**src/rtl/apb_bus_master.sv**
```systemverilog
// APB initiator: converts single-beat requests into SETUP/ACCESS transfers on a
// two-slave peripheral bus, with address decode, PREADY timeout and response pulse.
module apb_bus_master #(
  parameter int unsigned ADDR_W  = 8,
  parameter int unsigned DATA_W  = 8,
  parameter int unsigned TIMEOUT = 16
) (
  input  logic              clk,
  input  logic              rst_n,
  input  logic              req_valid,
  output logic              req_ready,
  input  logic              req_write,
  input  logic [ADDR_W-1:0] req_addr,
  input  logic [DATA_W-1:0] req_wdata,
  output logic              rsp_valid,
  output logic [DATA_W-1:0] rsp_rdata,
  output logic              rsp_err,
  output logic [ADDR_W-1:0] PADDR,
  output logic [1:0]        PSEL,
  output logic              PENABLE,
  output logic              PWRITE,
  output logic [DATA_W-1:0] PWDATA,
  input  logic [DATA_W-1:0] PRDATA0,
  input  logic              PREADY0,
  input  logic              PSLVERR0,
  input  logic [DATA_W-1:0] PRDATA1,
  input  logic              PREADY1,
  input  logic              PSLVERR1
);

  typedef enum logic [1:0] {StIdle, StSetup, StAccess, StResp} state_e;

  localparam logic [7:0] TimeoutLast = 8'(TIMEOUT - 1);

  state_e            state;
  logic [7:0]        cnt;
  logic [1:0]        region;
  logic              sel_ready;
  logic              sel_err;
  logic [DATA_W-1:0] sel_rdata;

  assign region = req_addr[ADDR_W-1 -: 2];

  // Only the slave currently selected is observed; the other is ignored.
  always_comb begin
    sel_ready = PREADY0;
    sel_err   = PSLVERR0;
    sel_rdata = PRDATA0;
    if (PSEL[1]) begin
      sel_ready = PREADY1;
      sel_err   = PSLVERR1;
      sel_rdata = PRDATA1;
    end
  end

  always_ff @(posedge clk or negedge rst_n) begin
    if (!rst_n) begin
      state     <= StIdle;
      cnt       <= '0;
      req_ready <= 1'b1;
      rsp_valid <= 1'b0;
      rsp_rdata <= '0;
      rsp_err   <= 1'b0;
      PADDR     <= '0;
      PSEL      <= '0;
      PENABLE   <= 1'b0;
      PWRITE    <= 1'b0;
      PWDATA    <= '0;
    end else begin
      case (state)
        StIdle: begin
          if (req_valid) begin
            PWRITE    <= req_write;
            PADDR     <= req_addr;
            PWDATA    <= req_wdata;
            req_ready <= 1'b0;
            if (region[1]) begin
              // Unmapped region: respond with an error without touching the bus.
              state     <= StResp;
              rsp_valid <= 1'b1;
              rsp_err   <= 1'b1;
              rsp_rdata <= '0;
            end else begin
              state <= StSetup;
              PSEL  <= region[0] ? 2'b10 : 2'b01;
            end
          end
        end
        StSetup: begin
          PENABLE <= 1'b1;
          cnt     <= '0;
          state   <= StAccess;
        end
        StAccess: begin
          if (sel_ready) begin
            state     <= StResp;
            rsp_valid <= 1'b1;
            rsp_err   <= sel_err;
            rsp_rdata <= (!PWRITE && !sel_err) ? sel_rdata : '0;
            PSEL      <= '0;
            PENABLE   <= 1'b0;
          end else if (cnt == TimeoutLast) begin
            state     <= StResp;
            rsp_valid <= 1'b1;
            rsp_err   <= 1'b1;
            rsp_rdata <= '0;
            PSEL      <= '0;
            PENABLE   <= 1'b0;
          end else begin
            cnt <= cnt + 8'd1;
          end
        end
        StResp: begin
          rsp_valid <= 1'b0;
          req_ready <= 1'b1;
          state     <= StIdle;
        end
        default: state <= StIdle;
      endcase
    end
  end

endmodule

```
**config.mk**
```make
export PLATFORM = sky130hd
export DESIGN_NAME = apb_bus_master
export DESIGN_NICKNAME = d
export VERILOG_FILES = /design/src/rtl/apb_bus_master.sv
export SDC_FILE = /design/constraint.sdc
export NUM_CORES = 1
export LEC_CHECK = 0
export BUFFER_PORTS_ARGS = -buffer_cell sky130_fd_sc_hd__clkbuf_2
export CORE_MARGIN = 2
export CORE_UTILIZATION = 44
export CTS_CLUSTER_SIZE = 28
export DETAILED_ROUTE_END_ITERATION = 8
export GPL_TIMING_DRIVEN = 0
export PLACE_DENSITY = 0.75
export SYNTH_ARGS = -nofsm -noshare
export SYNTH_HDL_FRONTEND = slang
export SYNTH_SLANG_ARGS = --single-unit
export TNS_END_PERCENT = 5
```
**constraint.sdc**
```tcl
create_clock -name clk -period 1.9 [get_ports clk]
set_clock_uncertainty 0.1 [all_clocks]
set_input_delay 0 -clock clk [delete_from_list [all_inputs] [get_ports clk]]
set_output_delay 0 -clock clk [all_outputs]
set_load 0.05 [all_outputs]
```
==> results.ini <==
[status]
status = finished with violations
violations = setup timing

[die]
rows = 24
pin_count = 71
core_sq_um = 4384
dieArea_sq_um = 5109
chipWidth_um = 71.48
die_h_um = 71.48
start_util_pct = 45.69

[setup_path]
cp_top_family = simple AND/OR/NAND/NOR gates
r2r_end = rsp_err$_DFFE_PN0P_
crit_chain = or3_4 > o211a_1 > or2_1 > buf_6 > mux2_4
crit_buf_inv = 1
cp.required_ns = 1.99
rrSetupSlack_ns = -0.11
r2r-start = cnt[5]$_DFFE_PN0P_
cp_slowest_cell = dfrtp_2
critPathLaunchType = flop
cp.arrival_ns = 2.10
reg2regPathDepth = 5
worstSetupPathType = flop to flop
slowest_delay_ns = 0.45
crit_path_max_fanout = 9
end_kind = flop

[clock_tree]
cts_buffers = 5
clk_latency_ns = 0.30
cts-root-buf = clkbuf_8
path_clk_slew_ns = 0.08
clock_sinks = 41
htree_levels = 2
tritoncts = built
clock_path_buffers = 2

[layout]
fin_cells = 345
final_layout_size_suffix_gt1_share_pct = 42.66
antennaDiodeCount = 0
final_nets = 337
area_growth_pct = 50.03
postLayoutCellArea_sq_um = 3005

[place]
dp.cells = 298
gp_congestion = 0.8213
dp_hpwl_um = 3189
dpl_cell_area_sq_um = 2465
port_buffers = 70

[sta]
fin_ws_ns = -0.1051
worst_pin_slew_ns = 0.9942
report.final.hold_viol_count = 0
fmax_mhz = 498.7
maxSlewHeadroom_pct = 33.72
rsz0062_at_grt = true
fin_crit_sh_pct = 105.5
maxSlewViolCount = 0
finalSetupViolCount = 8
min_period_ns = 2.005

[route]
vias = 1797
wl_met3_um = 317
drt-met1-wl_um = 2119
drt-total-wl_um = 4985
viasPerCell = 5.209
wire_per_inst_um = 14.45
ant_nets = 0
drc = 0
highest_layer = met4
drt_pre_antenna_iters = 4
drt_iter0_drc = 112
wl_met2_um = 2399

[yosys]
ys_seq_area_share_pct = 51.28
syn_nets = 221
synth_cell_types = 44
synth.top_cell.area_share_pct = 49.97
synth.top_cells.by_count = dfrtp_1, mux2_2, o21ai_0
synth_area_leaders = dfrtp_1, mux2_2, mux2i_1
yosysWarnings = 0
synth_edf_count = 0
async_reset_ff_share_pct = 100.0
ys.flop_type = dfrtp_1
synth.most_common_cell = dfrtp_1
synth_top_cell_by_area = dfrtp_1
synthCells = 176
ys_ff_latch = 41
syn_area_sq_um = 2003
syn_avg_cell_area_sq_um = 11.38

[worst_hold_path]
hold_start = PREADY1
hp-class = input port to flop
hold_depth = 4
worstHoldEndpoint = cnt[5]$_DFFE_PN0P_

[grt]
grt_pass1_vias = 1769
grt_max_degree = 42
antenna_found_initial = 0
overflow = 0
track_usage_pct = 20.89
grt_pass1_wl_um = 8183

[power_and_ir_drop]
power_density_nw_per_um2 = 1617
leakagePower_nw = 1.427
p_total_mw = 4.859
peakVddDrop_v = 0.001031

[job]
maxCapViolCount = 0

==> worst register-to-register path, cell delays in order, from the launching register on <==
cell,delay [ns]
dfrtp_2,0.45
or3_4,0.41
o211a_1,0.27
or2_1,0.24
buf_6,0.15
mux2_4,0.29
==> metrics by stage <==
stage / hold WS [ns] / TNS [ns] / util, % / setup slack (ns)
2_1_floorplan: -0.3956 / -0.01716 / - / -0.01716
3_3_place_gp: 0.1232 / -5.094 / 56.22 / -0.3238
3_5_place_dp: 0.1191 / -5.980 / 56.22 / -0.3947
4_1_cts: 0.08639 / -0.9419 / 66.75 / -0.1100
5_1_grt: 0.1246 / -1.037 / 68.55 / -0.1555
6_report: 0.1014 / -0.3225 / 68.55 / -0.1051
==> how the worst max path moves through the flow <==
stage	cells past startpoint	startpoint	end
2_1_floorplan	8	state[0]$_DFFE_PN0P_	rsp_err$_DFFE_PN0P_
3_3_place_gp	7	state[0]$_DFFE_PN0P_	rsp_rdata[5]$_DFFE_PN0P_
3_5_place_dp	7	state[0]$_DFFE_PN0P_	rsp_rdata[0]$_DFFE_PN0P_
4_1_cts	6	state[0]$_DFFE_PN0P_	rsp_rdata[1]$_DFFE_PN0P_
5_1_grt	5	cnt[5]$_DFFE_PN0P_	rsp_err$_DFFE_PN0P_
6_report	5	cnt[5]$_DFFE_PN0P_	rsp_err$_DFFE_PN0P_
==> power by group <==
part | internal [mW] | total [mW] | switching [mW]
Clock | 0.295 | 0.595 | 0.300
Sequential | 1.20 | 1.39 | 0.183
Combinational | 0.976 | 2.88 | 1.90
Total | 2.47 | 4.86 | 2.38
==> placed cells by master (no fill, tap or decap), drive strengths merged, types with 5 or more instances in the layout <==
cell type | synthesis | layout
clkbuf | 7 | 83
dfrtp | 40 | 40
dlygate4sd3 | 0 | 36
mux2 | 17 | 17
o21ai | 14 | 14
mux2i | 12 | 12
o31ai | 10 | 10
nand3 | 9 | 9
nand2 | 9 | 9
inv | 7 | 7
buf | 3 | 7
ha | 5 | 5
==> sequential cells by signal (all words and copies together), names as in the netlist <==
name,count
PWRITE,1
rsp_valid,1
PENABLE,1
req_ready,1
PSEL,2
state,2
rsp_rdata,8
PADDR,8
cnt,8
PWDATA,8
rsp_err,1
==> logic make-up after synthesis <==
family          share of synthesized area [%]
compound gates                          15.30
xor+xnor                               0.8746
fa+ha+maj                               3.123
buf+inv                                 3.623
flops                                   51.28
mux                                     15.74
simple gates                            10.06
==> layout make-up <==
type | instances | area, sq um
plain buffers | 8 | 66.31
clock buffers | 7 | 86.33
clock inverters | 1 | 7.507
fillers | 328 | 1379
inverters | 7 | 26.28
multi-input cells | 118 | 975.9
flip-flops and latches | 41 | 1030
well taps | 52 | 65.06
repair buffers | 111 | 748.2
==> per-layer routing <==
layer  track usage, %  vias to the layer above
met3            7.173                       15
met5                0                        -
li1                 -                      882
met2            33.02                       60
met1            25.85                      840
met4            9.644                        0
==> timing repair <==
item                                   in CTS  in global routing
hold buffers                               36                  0
setup endpoints to repair                  26                 24
endpoints found under the hold margin      68                  0
setup buffers                               0                  5
resized for setup                           8                 16
pin swaps                                   0                  2
Power figures use the tool's default switching activity.
